[config.mk]
export PLATFORM = sky130hd
export DESIGN_NAME = uart_rx
export DESIGN_NICKNAME = d
export VERILOG_FILES = /design/src/rtl/uart_rx.sv
export SDC_FILE = /design/constraint.sdc
export NUM_CORES = 1
export LEC_CHECK = 0
export ABC_CLOCK_PERIOD_IN_PS = 6200
export CAP_MARGIN = 20
export CORE_ASPECT_RATIO = 0.5
export CORE_MARGIN = 1.5
export CORE_UTILIZATION = 62
export CTS_CLUSTER_DIAMETER = 120
export DETAILED_ROUTE_END_ITERATION = 16
export PLACE_DENSITY = 0.85
export SLEW_MARGIN = 25
export SYNTH_ARGS = -nofsm -noshare
export SYNTH_HDL_FRONTEND = slang
export SYNTH_SLANG_ARGS = --single-unit
export TNS_END_PERCENT = 20
[constraint.sdc]
create_clock -name clk -period 6.2 [get_ports clk]
set_input_delay 0.93 -clock clk [delete_from_list [all_inputs] [get_ports clk]]
set_output_delay 0.93 -clock clk [all_outputs]
set_load 0.005 [all_outputs]
[src/rtl/uart_rx.sv]
// uart_rx: oversampling asynchronous serial receiver.
// Recovers start / DATA_WIDTH data bits (LSB first) / optional parity / stop
// and presents the word with a one-cycle data_valid strobe, or reports
// parity and stop-bit errors with one-cycle strobes.
//
// state  | meaning
// -------+-------------------------------------------------------------
// IDLE   | line idle, waiting for a 1 -> 0 transition on rx_in
// START  | inside start bit; a sampled 1 is a glitch and aborts
// DATA   | inside data bit bit_cnt, sampled bit stored LSB first
// PARITY | inside parity bit, mismatch against expected parity recorded
// STOP   | inside stop bit; frame resolved at the sample point
module uart_rx #(
    parameter int DATA_WIDTH = 8,
    parameter int PRESC_W    = 6
) (
    input  logic                  clk,
    input  logic                  rst,
    input  logic                  rx_in,
    input  logic [PRESC_W-1:0]    prescale,
    input  logic                  par_en,
    input  logic                  par_typ,
    output logic [DATA_WIDTH-1:0] p_data,
    output logic                  data_valid,
    output logic                  par_err,
    output logic                  stp_err
);

    localparam int BIT_W = (DATA_WIDTH > 1) ? $clog2(DATA_WIDTH) : 1;
    localparam logic [BIT_W-1:0] LAST_BIT = BIT_W'(DATA_WIDTH - 1);

    localparam logic [2:0] S_IDLE   = 3'd0;
    localparam logic [2:0] S_START  = 3'd1;
    localparam logic [2:0] S_DATA   = 3'd2;
    localparam logic [2:0] S_PARITY = 3'd3;
    localparam logic [2:0] S_STOP   = 3'd4;

    logic [2:0]            state_q,    state_d;
    logic [PRESC_W-1:0]    edge_cnt_q, edge_cnt_d;
    logic [BIT_W-1:0]      bit_cnt_q,  bit_cnt_d;
    logic [PRESC_W-1:0]    presc_q,    presc_d;
    logic                  par_en_q,   par_en_d;
    logic                  par_typ_q,  par_typ_d;
    logic [DATA_WIDTH-1:0] shift_q,    shift_d;
    logic                  s0_q,       s0_d;
    logic                  s1_q,       s1_d;
    logic                  par_bad_q,  par_bad_d;
    logic                  rx_prev_q,  rx_prev_d;
    logic [DATA_WIDTH-1:0] p_data_q,   p_data_d;
    logic                  dv_q,       dv_d;
    logic                  pe_q,       pe_d;
    logic                  se_q,       se_d;

    logic [PRESC_W-1:0]    half;
    logic                  samp_a;
    logic                  samp_b;
    logic                  samp_pt;
    logic                  bit_end;
    logic                  maj;
    logic                  exp_par;

    // Sample-point decode against the prescale captured at frame start.
    always_comb begin
        half    = presc_q >> 1;
        samp_a  = (edge_cnt_q == half - PRESC_W'(2));
        samp_b  = (edge_cnt_q == half - PRESC_W'(1));
        samp_pt = (edge_cnt_q == half);
        bit_end = (edge_cnt_q == presc_q - PRESC_W'(1));
        // Third vote is the live line value at the sample point itself.
        maj     = (s0_q & s1_q) | (s0_q & rx_in) | (s1_q & rx_in);
        exp_par = par_typ_q ? ~^shift_q : ^shift_q;
    end

    // Next-state logic for the frame FSM, counters and strobes.
    always_comb begin
        state_d    = state_q;
        edge_cnt_d = edge_cnt_q;
        bit_cnt_d  = bit_cnt_q;
        presc_d    = presc_q;
        par_en_d   = par_en_q;
        par_typ_d  = par_typ_q;
        shift_d    = shift_q;
        s0_d       = s0_q;
        s1_d       = s1_q;
        par_bad_d  = par_bad_q;
        p_data_d   = p_data_q;
        dv_d       = 1'b0;
        pe_d       = 1'b0;
        se_d       = 1'b0;
        rx_prev_d  = rx_in;

        if (state_q != S_IDLE) begin
            edge_cnt_d = bit_end ? '0 : edge_cnt_q + PRESC_W'(1);
            if (samp_a) s0_d = rx_in;
            if (samp_b) s1_d = rx_in;
        end

        case (state_q)
            S_IDLE: begin
                // Needs a real 1 -> 0 edge so a held-low line does not re-arm.
                if (rx_prev_q && !rx_in) begin
                    state_d    = S_START;
                    edge_cnt_d = '0;
                    bit_cnt_d  = '0;
                    presc_d    = prescale;
                    par_en_d   = par_en;
                    par_typ_d  = par_typ;
                    par_bad_d  = 1'b0;
                end
            end
            S_START: begin
                if (samp_pt && maj) begin
                    state_d    = S_IDLE;
                    edge_cnt_d = '0;
                end else if (bit_end) begin
                    state_d   = S_DATA;
                    bit_cnt_d = '0;
                end
            end
            S_DATA: begin
                if (samp_pt) shift_d[bit_cnt_q] = maj;
                if (bit_end) begin
                    if (bit_cnt_q == LAST_BIT) begin
                        state_d = par_en_q ? S_PARITY : S_STOP;
                    end else begin
                        bit_cnt_d = bit_cnt_q + BIT_W'(1);
                    end
                end
            end
            S_PARITY: begin
                if (samp_pt) par_bad_d = (maj != exp_par);
                if (bit_end) state_d = S_STOP;
            end
            S_STOP: begin
                // Leaving at mid-stop-bit leaves margin for back-to-back frames.
                if (samp_pt) begin
                    se_d = !maj;
                    pe_d = par_bad_q;
                    if (maj && !par_bad_q) begin
                        dv_d     = 1'b1;
                        p_data_d = shift_q;
                    end
                    state_d    = S_IDLE;
                    edge_cnt_d = '0;
                end
            end
            default: begin
                state_d    = S_IDLE;
                edge_cnt_d = '0;
            end
        endcase
    end

    // State registers with synchronous reset; reset aborts any frame silently.
    always_ff @(posedge clk) begin
        if (rst) begin
            state_q    <= S_IDLE;
            edge_cnt_q <= '0;
            bit_cnt_q  <= '0;
            presc_q    <= '0;
            par_en_q   <= 1'b0;
            par_typ_q  <= 1'b0;
            shift_q    <= '0;
            s0_q       <= 1'b0;
            s1_q       <= 1'b0;
            par_bad_q  <= 1'b0;
            rx_prev_q  <= 1'b0;
            p_data_q   <= '0;
            dv_q       <= 1'b0;
            pe_q       <= 1'b0;
            se_q       <= 1'b0;
        end else begin
            state_q    <= state_d;
            edge_cnt_q <= edge_cnt_d;
            bit_cnt_q  <= bit_cnt_d;
            presc_q    <= presc_d;
            par_en_q   <= par_en_d;
            par_typ_q  <= par_typ_d;
            shift_q    <= shift_d;
            s0_q       <= s0_d;
            s1_q       <= s1_d;
            par_bad_q  <= par_bad_d;
            rx_prev_q  <= rx_prev_d;
            p_data_q   <= p_data_d;
            dv_q       <= dv_d;
            pe_q       <= pe_d;
            se_q       <= se_d;
        end
    end

    assign p_data     = p_data_q;
    assign data_valid = dv_q;
    assign par_err    = pe_q;
    assign stp_err    = se_q;

endmodule

### Yosys cells after proc, flatten, opt, wreduce, memory -nomap -nowiden

Cells that the tools add are included.
W data, S select, Z words.

| storage, ports and cells | value |
|---|---|
| flip-flop bits (word level) | 43 |
| bits of input ports | 11 |
| output and inout bits | 11 |

| operators by class | value |
|---|---|
| equality and inequality tests | 20 |
| bitwise gates (word level) | 7 |
| reductions and logical operators | 23 |
| add/sub/neg operators | 5 |
| mux-type cells | 29 |
| order comparisons | 2 |

Operators with widths:

| kind | number |
|---|---|
| $mux W3 | 13 |
| $mux W6 | 5 |
| $pmux W6 S4 | 1 |
| $eq A6 B6 Y1 | 3 |
| $ne A2 B2 Y1 const B | 9 |
| $pmux W3 S5 | 1 |
| $reduce_and A6 Y1 | 2 |
| $pmux W3 S3 | 1 |
| $bwmux W8 | 1 |
| $reduce_and A2 Y1 | 4 |
| $reduce_xnor A8 Y1 | 1 |
| $reduce_xor A8 Y1 | 1 |
| $add A6 B1 Y6 const B | 1 |
| $eq A3 B2 Y1 const B | 2 |
| $eq A3 B3 Y1 const B | 2 |
| $eq A6 B5 Y1 | 1 |
| $reduce_and A3 Y1 | 2 |
| $reduce_bool A3 Y1 | 2 |
| $sub A5 B1 Y6 const B | 1 |
| $sub A5 B2 Y6 const B | 1 |
| $sub A6 B1 Y6 const B | 1 |
| $mux W1 | 5 |
| $logic_and A1 B1 Y1 | 4 |
| $lt A3 B4 Y1 const B | 1 |
| 15 further kinds | 21 |

### Depth between registers and ports, before layout

Gate-level depths: netlist of run 1.

| depth | value |
|---|---|
| depth in word-level cells | 6 |
| mapped depth | 9 |

### Worst setup path after synthesis of run 1

OpenSTA, ideal clock, no wires.

| timing path | value |
|---|---|
| kind | register to register |
| start point | reg presc_q[2] |
| end point | reg bit_cnt_q[0] |
| path slack | 4.011 ns |
| buffers on the path | 0 |
| data arrival time | 2.117 ns |
| cell stages (with the launch flop) | 9 |
| path through | dfxtp_1 > inv_1 > ha_1 > a21boi_0 > nand2_1 > xnor2_1 > nand3_1 > o311ai_2 > mux2i_1 |

| between the ends | value |
|---|---|
| longest elaborated chain between the ends | 4 |
| elaborated cells on any way between the ends | 8 |
| those cells by class | add/sub: 1; eq/ne: 5; reduce/logical: 2 |

Ends and longest elaborated chain:

| what | line | RTL |
|---|---|---|
| start: declaration | 41 | `logic [PRESC_W-1:0] presc_q, presc_d;` |
| start signal: assignment | 176 | `presc_q <= presc_d;` |
| $sub A6 B1 Y6 or $eq A6 B5 Y1 (tied branches) | 68, 67 |  |
| $eq A6 B6 Y1 or $logic_and A1 B1 Y1 (tied branches) | 68, 112 |  |
| $ne A2 B2 Y1 (no source line) | - |  |
| $reduce_and A6 Y1 (no source line) (*) | - |  |
| end signal: assignment | 175 | `bit_cnt_q <= bit_cnt_d;` |
| end: declaration | 40 | `logic [BIT_W-1:0] bit_cnt_q, bit_cnt_d;` |

Every way passes the cells marked *; elsewhere a longest branch is shown, timed or not.
A chain may end at the register's enable or synchronous reset.

### Final worst setup path of run 1

| timing path | value |
|---|---|
| start point | in rx_in |
| end point | reg edge_cnt_q[2] |

| between the ends | value |
|---|---|
| longest elaborated chain between the ends | 6 |
| elaborated cells on any way between the ends | 10 |
| those cells by class | mux: 3; bitwise: 4; reduce/logical: 3 |

Ends and longest elaborated chain:

| what | line | RTL |
|---|---|---|
| start: declaration | 19 | `input logic rx_in,` |
| $and A1 B1 Y1 | 70 | `maj = (s0_q & s1_q) \| (s0_q & rx_in) \| (s1_q & rx_in);` |
| $or A1 B1 Y1 (2 in series) | 70 |  |
| $logic_and A1 B1 Y1 | 112 | `if (samp_pt && maj) begin` |
| $mux W6 | 112 |  |
| $pmux W6 S4 (*) | 98 | `case (state_q)` |
| end signal: assignment | 174 | `edge_cnt_q <= edge_cnt_d;` |
| end: declaration | 39 | `logic [PRESC_W-1:0] edge_cnt_q, edge_cnt_d;` |

Marked as above.

==> metrics.cfg, run 1 <==
[sta]
fin_tns_setup_ns=0
maxClockFrequency_mhz=347
grt_setup_unrepaired=false
slew_viol_final=0
fin_hold_ws_ns=0.490
min_period_over_period_pct=46.4
timing.slew.headroom_pct=49.3
post-route-min-period_ns=2.88
timing_worst_slew_pin_value_ns=0.757
worst_clock_skew_ns=0.00229
final-setup-viol-count=0
final_hold_viol_count=0

[cts]
cts_hold_buf=0
clk_pin_slew_worst_paths_ns=0.08
tritoncts=built
post_cts_resize_count=0
tritoncts_buffer_count=5
clock-root-buffer=clkbuf_8
clock_sinks=43
cts-htree-levels=2
cts_max_path_buffers=2
insertion_delay_ns=0.29
post-cts-setup-buffers=0

[yosys]
synth_area_leader_cell=dfxtp_1
synth_edf_count=0
postSynthRegisterBits=43
asr_flop_ratio_synth_pct=0
mapped_cells=302
synth_largest_type_area_fraction_pct=33.9
yosysSeqAreaShare_pct=33.9
synthTopCellsByArea=dfxtp_1 (34%), xnor2_1 (7.9%), mux2i_1 (6.7%)
syn_nets=321
yosys_warnings=0
synth.distinct_cells=51
syn_area_cell_sq_um=8.42
syn-cell-area_sq_um=2540
synth_top_flop_cell=dfxtp_1

[grt]
antenna_violations_before_repair=0
grt_pass1_vias=1921
grt_max_degree=48
global_route_wire_length_before_repair_mm=9.13
gr-total-overflow=0
gr-usage-all-layers_pct=27.0

[final_layout]
fillerInstances=310
drive_gt1_share_pct=7.03
regArea_sq_um=861
syn2layout_area_growth_pct=11.4
finish.utilization_pct=72.2
final_nets=331
insertedDiodeCount=0
post-route-cell-area_sq_um=2830
multi_input_area_sq_um=1570
layout.cells.non_filler=367

[min_path]
holdCritStartpoint=par_typ_q
endpoint_of_the_worst_hold_timing_path=par_typ_q
count_of_cells_along_the_worst_hold_path=2
min-delay-path-class=reg -> reg

[flow_run]
max_cap_viol_count=0

[drt]
routedWlPerCell_um=15.3
detail_route.first_pass.iterations=4
route.vias.total=2151
aggregate_routed_wire_length_mm=5.61
vias_per_cell=5.86
drc=0
detail-route-antenna-nets=0
drtIter0Drc=225

[pwr]
power_density_nw_per_um2=189
leakagePower_nw=1.10
vdd_ir_drop_max_uv=168

[placement]
place_inst=359
gp_routability_congestion=0.966
dpl.hpwl_mm=4.01
postPlaceCellArea_sq_um=2730
port_buffer_count=21

[setup_path]
critical_path_class=in -> reg
reg2reg_setup_slack_ns=3.52
worst_r2r_path_depth=8
end_kind=flop
worst_setup_path_start_kind=input pin
data_arrival_time_of_the_critical_path_ns=3.04
worst-path-max-fanout=12
worst_r2r_endpoint=bit_cnt_q[0]
worst_reg2reg_path_startpoint=presc_q[2]
cp.required_ns=6.36

[die]
floorplan.die.height_um=48.3
count_of_standard_cell_rows=16
fp.dieW_um=93.6
floorplan.core_area_sq_um=3920
design.die.area_sq_um=4520
ios=22
start_util_pct=64.8

[outcome]
run_status=complete, no violations

[registers in the layout (all words and copies together), names as in the netlist, 3 cells and up]
name and count:
state_q 3, bit_cnt_q 3, p_data 8, edge_cnt_q 6, shift_q 8, presc_q 6
[cell families after synthesis]
logic type      after synthesis  share of synthesized area [%]
fa+ha+maj                     9                           4.33
flops                        43                           33.9
xor+xnor                     33                           11.4
simple gates                132                           27.9
buf+inv                      24                           4.48
mux                          19                           7.58
compound gates               42                           10.5
[cells in the final DEF (no fill, tap or decap), drive strengths merged, types with 5 or more instances in the layout]
cell           instances
dfxtp                 43
xnor2                 23
nor4                   8
nand2                 27
nand3                 16
nand2b                 9
clkdlybuf4s50         21
inv                    5
nor2b                  5
nand4                  7
o21ai                  8
mux2i                 17
clkbuf                 6
ha                     8
xor2                  10
nor2                  33
a21oi                 19
[cells in the mapped netlist, drive strengths merged (5+ instances only)]
master	count
dfxtp	43
nor2	33
nand2	27
xnor2	23
a21oi	19
mux2i	17
nand3	16
clkbuf	11
xor2	10
nand2b	9
buf	8
ha	8
nor4	8
o21ai	8
nand4	7
inv	5
nor2b	5
[stage by stage]
step / power [mW] / setup WS, ns
final: 0.536 / 3.32
after floorplan: 0.338 / 4.01
after global routing: 0.559 / 3.15
after global placement: 0.352 / 3.18
after CTS: 0.541 / 3.34
after detailed placement: 0.354 / 3.02
[worst max path at each step]
stage | startpoint | to | slack [ns] | cells past startpoint
3_5_place_dp | rx_in | edge_cnt_q[2] | 3.02 | 7
5_1_grt | rx_in | edge_cnt_q[3] | 3.15 | 7
3_3_place_gp | rx_in | edge_cnt_q[3] | 3.18 | 7
4_1_cts | rx_in | edge_cnt_q[2] | 3.34 | 7
6_report | rx_in | edge_cnt_q[2] | 3.32 | 7
2_1_floorplan | presc_q[2] | bit_cnt_q[0] | 4.01 | 8
[critical path, cell delays in order]
cell and delay [ns]:
clkdlybuf4s50_1 0.53, maj3_1 0.48, nand3_1 0.20, o21bai_2 0.17, nand2_1 0.13, a211oi_1 0.47, nor4_1 0.12
[per-layer routing]
metal / track usage, % / wire length (um)
met1: 32.4 / 2620
met5: 0 / 0
met4: 6.87 / 44
met2: 50.7 / 2660
met3: 7.01 / 285
[power by group]
group	total, mW	internal (mW)	switching [mW]
sequential	0.285	0.279	0.00587
clock	0.187	0.0909	0.0959
combinational	0.0642	0.0281	0.0361
[final cells by class]
cell class,count,share of cell area [%]
Inverter,5,0.663
Tap cell,54,2.39
Clock buffer,6,2.92
Timing Repair Buffer,22,7.69
Clock inverter,2,0.574
Sequential cell,43,30.4
Multi-Input combinational cell,235,55.4
(Power assumes the default switching activity.)
==> run 2: changes to the inputs <==
--- a/config.mk
+++ b/config.mk
@@ -5,14 +5,14 @@
 export SDC_FILE = /design/constraint.sdc
 export NUM_CORES = 1
 export LEC_CHECK = 0
-export ABC_CLOCK_PERIOD_IN_PS = 6200
+export ABC_CLOCK_PERIOD_IN_PS = 2750
 export CAP_MARGIN = 20
 export CORE_ASPECT_RATIO = 0.5
 export CORE_MARGIN = 1.5
-export CORE_UTILIZATION = 62
+export CORE_UTILIZATION = 58
 export CTS_CLUSTER_DIAMETER = 120
 export DETAILED_ROUTE_END_ITERATION = 16
-export PLACE_DENSITY = 0.85
+export PLACE_DENSITY = 0.8
 export SLEW_MARGIN = 25
 export SYNTH_ARGS = -nofsm -noshare
 export SYNTH_HDL_FRONTEND = slang
==> constraint.sdc (replaced) <==
create_clock -name clk -period 2.75 [get_ports clk]
set_input_delay 0.4125 -clock clk [delete_from_list [all_inputs] [get_ports clk]]
set_output_delay 0.4125 -clock clk [all_outputs]
set_load 0.005 [all_outputs]
==> run 2 against run 1 <==
Net effect: total power up 150%; flip-flop and latch count unchanged; first-iteration DRC count down 49%; clock power rose to 2.8 times the previous value; non-clock buffer count is 9 higher; clock-buffer cell count unchanged; sequential power grew 120%; final cell count increased by 2.5%; critical endpoint is now bit_cnt_q[2].
==> metrics.cfg, run 2 (same netlist as run 1, synthesis figures left out) <==
[drt]
drtIter0Drc=115
routedWlPerCell_um=15.2
detail_route.first_pass.iterations=5
aggregate_routed_wire_length_mm=5.73
route.vias.total=2202
vias_per_cell=5.86
detail-route-antenna-nets=0
drc=0

[placement]
postPlaceCellArea_sq_um=2800
gp_routability_congestion=0.903
dpl.hpwl_mm=4.34
port_buffer_count=21

[sta]
grt_setup_unrepaired=false
final_hold_viol_count=0
slew_viol_final=0
worst_clock_skew_ns=0.00377
timing.slew.headroom_pct=63.4
maxClockFrequency_mhz=393
fin_tns_setup_ns=0
timing_worst_slew_pin_value_ns=0.546
final-setup-viol-count=0
min_period_over_period_pct=92.6
post-route-min-period_ns=2.55

[cts]
post-cts-setup-buffers=0
clk_pin_slew_worst_paths_ns=0.08
clock_sinks=43
cts_max_path_buffers=2
cts-htree-levels=2
tritoncts=built
cts_hold_buf=0
insertion_delay_ns=0.30
clock-root-buffer=clkbuf_8
post_cts_resize_count=0
tritoncts_buffer_count=5

[min_path]
holdCritStartpoint=par_typ_q
endpoint_of_the_worst_hold_timing_path=par_typ_q
count_of_cells_along_the_worst_hold_path=2
min-delay-path-class=reg -> reg

[setup_path]
slowest_stage=o311ai_2
worst-path-max-fanout=5
slowest_delay_ns=0.50
end_kind=flop
worst_reg2reg_path_startpoint=presc_q[2]
data_arrival_time_of_the_critical_path_ns=2.78
worst_r2r_endpoint=bit_cnt_q[2]
dominant_delay_contributor_by_cell_family_on_the_critical_path=compound AO/OA/AOI/OAI gates
timing.critical_path.cells=inv_1 > ha_1 > a21boi_0 > nand2_1 > xnor2_1 > nand3_1 > o311ai_2 > mux2i_1
reg2reg_setup_slack_ns=0.20
critical_path_class=reg -> reg
worst_r2r_path_depth=8
worst_setup_path_start_kind=flop
cp.required_ns=2.98
cp.buffers_inverters=1

[die]
floorplan.core_area_sq_um=4040
start_util_pct=62.9
count_of_standard_cell_rows=16
fp.dieW_um=96.6
ios=22
floorplan.die.height_um=49.8
design.die.area_sq_um=4810

[final_layout]
finish.utilization_pct=72.2
syn2layout_area_growth_pct=14.9
drive_gt1_share_pct=9.63
mostFrequentLayoutCells=dfxtp_1 (43), nor2_1 (32), nand2_1 (26)
mostFrequentLayoutCell=dfxtp_1
final_nets=340
insertedDiodeCount=0
post-route-cell-area_sq_um=2920

[outcome]
run_status=complete, no violations

[flow_run]
max_cap_viol_count=0

[pwr]
leakagePower_nw=1.16
vdd_ir_drop_max_uv=357
power_density_nw_per_um2=451

[grt]
gr-total-overflow=0
grt_max_degree=29
antenna_violations_before_repair=0
global_route_wire_length_before_repair_mm=9.87
gr-usage-all-layers_pct=26.2
grt_pass1_vias=2049

## run 2: cell types whose count changed in the layout (fill, tap and decap cells not counted)
| cell | before | now |
|---|---|---|
| inv_6 | 0 | 1 |
| clkinvlp_4 | 1 | 0 |
| clkinv_4 | 1 | 0 |
| bufinv_16 | 0 | 1 |
| buf_4 | 1 | 10 |
## run 2: power by group
group	switching [mW]	internal, mW	total, mW
clock network	0.224	0.299	0.523
registers	0.0111	0.629	0.640
logic	0.0865	0.0679	0.154
## run 2: metal layers
| metal | vias up | wire, um | global-route usage, % |
|---|---|---|---|
| met2 | 59 | 2600 | 43.0 |
| li1 | 1091 | - | - |
| met3 | 9 | 306 | 6.10 |
| met5 | - | 0 | 0 |
| met1 | 1043 | 2750 | 34.7 |
| met4 | 0 | 74 | 7.49 |
## run 2: per-stage QoR
stage	hold slack [ns]	power [mW]	setup WS [ns]	std cells
2_1_floorplan	0.449	0.761	0.561	302
3_3_place_gp	0.472	0.803	0.404	368
3_5_place_dp	0.472	0.806	0.267	368
4_1_cts	0.483	1.32	0.228	376
5_1_grt	0.504	1.38	0.00956	376
6_report	0.482	1.32	0.205	376
## run 2: cell type report
type	instances	area, sq um
Timing Repair Buffer	31	285
Fill cell	310	1120
Tap cell	54	67.6
Clock inverter	2	38.8
Clock buffer	6	82.6
Multi-Input combinational cell	235	1570
Sequential cell	43	861
Inverter	5	18.8
## run 2: worst max path at each step
stage / startpoint / end / slack, ns / depth (start not counted)
after floorplan: presc_q[2] / bit_cnt_q[0] / 0.56 / 8
after global placement: presc_q[2] / bit_cnt_q[1] / 0.40 / 8
after detailed placement: presc_q[2] / bit_cnt_q[2] / 0.27 / 8
after CTS: presc_q[2] / bit_cnt_q[2] / 0.23 / 8
after global routing: presc_q[2] / bit_cnt_q[2] / 0.01 / 8
final: presc_q[2] / bit_cnt_q[2] / 0.20 / 8
## run 2: tightest hold or removal path, stage by stage (launching register included)
cell     delay, ns
dfxtp_1       0.33
nand2_1       0.06
a21oi_1       0.05
==> run 3: changes to the inputs <==
--- a/config.mk
+++ b/config.mk
@@ -9,10 +9,11 @@
 export CAP_MARGIN = 20
 export CORE_ASPECT_RATIO = 0.5
 export CORE_MARGIN = 1.5
-export CORE_UTILIZATION = 58
+export CORE_UTILIZATION = 24
 export CTS_CLUSTER_DIAMETER = 120
 export DETAILED_ROUTE_END_ITERATION = 16
-export PLACE_DENSITY = 0.8
+export GPL_ROUTABILITY_DRIVEN = 0
+export GPL_TIMING_DRIVEN = 1
 export SLEW_MARGIN = 25
 export SYNTH_ARGS = -nofsm -noshare
 export SYNTH_HDL_FRONTEND = slang
==> run 3 against run 2 <==
Net effect: largest power group is now the clock network; clock skew grew 0.0029 ns; register-to-register slack gained 0.09 ns; combinational power is essentially flat; first-iteration DRC count is 31% lower; largest cell class unchanged; critical path type unchanged; critical endpoint unchanged; highest routed layer unchanged.
==> metrics.cfg, run 3 (same netlist as run 1, synthesis figures left out) <==
[setup_path]
cp.buffers_inverters=1
worst_r2r_endpoint=bit_cnt_q[2]
worst_r2r_path_depth=8
slowest_delay_ns=0.45
data_arrival_time_of_the_critical_path_ns=2.67
dominant_delay_contributor_by_cell_family_on_the_critical_path=compound AO/OA/AOI/OAI gates
reg2reg_setup_slack_ns=0.29
worst_reg2reg_path_startpoint=presc_q[2]
worst_setup_path_start_kind=flop
slowest_stage=o311ai_4
end_kind=flop
critical_path_class=reg -> reg
cp.required_ns=2.96
timing.critical_path.cells=inv_1 > ha_1 > a21boi_0 > nand2_1 > xnor2_1 > nand3_2 > o311ai_4 > mux2i_1
worst-path-max-fanout=6

[pwr]
power.net_switching_mw=0.361
vdd_ir_drop_max_uv=347
share_clk_of_total_power_pct=46.7
power_density_nw_per_um2=483
cell_internal_pwr_mw=1.13
design_power_total_mw=1.49
power_switching_share_pct=24.2
power_frac_comb_pct=10.2
sequentialPowerShare_pct=43.1
leakagePower_nw=1.17

[placement]
dpl.hpwl_mm=4.26
place_inst=451
port_buffer_count=21

[die]
start_util_pct=24.8
count_of_standard_cell_rows=26
floorplan.core_area_sq_um=10200
fp.dieW_um=149
ios=22
floorplan.die.height_um=75.8
design.die.area_sq_um=11300

[min_path]
count_of_cells_along_the_worst_hold_path=2
min-delay-path-class=reg -> reg
holdCritStartpoint=shift_q[4]
endpoint_of_the_worst_hold_timing_path=shift_q[4]

[final_layout]
drive_gt1_share_pct=9.09
layout.cells.non_filler=459
mostFrequentLayoutCell=dfxtp_1
final_nets=337
fillerInstances=1098
insertedDiodeCount=0
mostFrequentLayoutCells=dfxtp_1 (43), nor2_1 (32), nand2_1 (26)
finish.utilization_pct=30.1
syn2layout_area_growth_pct=21.4

[drt]
detail-route-antenna-nets=0
drc=0
top_layer=met4
vias_per_cell=4.57
detail_route.first_pass.iterations=4
routedWlPerCell_um=12.9
drtIter0Drc=79
aggregate_routed_wire_length_mm=5.94
m1WireLength_mm=3.00
route.met3.wl_um=152
met2_wirelength_mm=2.75
route.vias.total=2096

[sta]
maxClockFrequency_mhz=407
min_period_over_period_pct=89.3
final_hold_viol_count=0
worst_clock_skew_ns=0.00664
fin_tns_setup_ns=0
grt_setup_unrepaired=false
post-route-min-period_ns=2.46
final-setup-viol-count=0
timing.slew.headroom_pct=62.4
slew_viol_final=0
timing_worst_slew_pin_value_ns=0.560

[grt]
global_route_wire_length_before_repair_mm=9.97
gr-total-overflow=0
antenna_violations_before_repair=0
gr-usage-all-layers_pct=11.3
grt_pass1_vias=2012
grt_max_degree=48

[cts]
post-cts-setup-buffers=0
cts_max_path_buffers=2
insertion_delay_ns=0.29
clock-root-buffer=clkbuf_16
tritoncts_buffer_count=5
tritoncts=built
cts-htree-levels=2
clk_pin_slew_worst_paths_ns=0.07
clock_sinks=43

[outcome]
run_status=complete, no violations

[flow_run]
max_cap_viol_count=0

[run 3: metrics by stage]
step                      worst slack [ns]  hold WS [ns]  cell area (sq um)
final                                0.294         0.491               3090
after global routing                0.0698         0.514               3090
after CTS                            0.203         0.495               3070
after detailed placement             0.225         0.480               2900
after global placement               0.340         0.479               2900
after floorplan                      0.561         0.449               2540
[run 3: metal layers]
layer	track usage, %	vias to the layer above
met5	0	-
met4	2.31	0
met3	2.93	5
met2	19.9	18
met1	14.3	990
li1	-	1083
[run 3: repair_timing]
action | CTS | global route
hold endpoints to repair | 0 | 0
gates resized for setup | 0 | 2
hold buffers | 0 | 0
setup endpoints to repair | 0 | 3
[run 3: how the worst max path moves through the flow]
stage | start | end | slack [ns] | cells past startpoint
after floorplan | presc_q[2] | bit_cnt_q[0] | 0.56 | 8
after global placement | presc_q[2] | bit_cnt_q[1] | 0.34 | 8
after detailed placement | presc_q[2] | bit_cnt_q[2] | 0.22 | 8
after CTS | presc_q[2] | bit_cnt_q[2] | 0.20 | 8
after global routing | presc_q[2] | bit_cnt_q[0] | 0.07 | 8
final | presc_q[2] | bit_cnt_q[2] | 0.29 | 8
[run 3: power by group through the flow]
| stage | registers (mW) | logic, mW | clock network (mW) |
|---|---|---|---|
| global route | 0.643 | 0.171 | 0.737 |
| CTS | 0.642 | 0.152 | 0.704 |
| finish | 0.642 | 0.153 | 0.697 |
| detailed placement | 0.656 | 0.151 | 0 |
| global placement | 0.656 | 0.149 | 0 |
| floorplan | 0.648 | 0.113 | 0 |
[run 3: tightest hold or removal path, delay by kind of cell, from the launching register on]
| kind | cells | cell delay [ns] |
|---|---|---|
| flops | 1 | 0.33 |
| simple gates | 1 | 0.06 |
| compound gates | 1 | 0.05 |
[run 3: area by class of cell]
| type | instances | area (sq um) | share of cell area [%] |
|---|---|---|---|
| clock buffer | 5 | 125 | 4.06 |
| sequential | 43 | 861 | 27.9 |
| clock inverter | 3 | 47.5 | 1.54 |
| tap | 140 | 175 | 5.68 |
| multi-input combinational | 235 | 1580 | 51.3 |
| timing repair buffer | 28 | 275 | 8.92 |
| inverter | 5 | 18.8 | 0.608 |
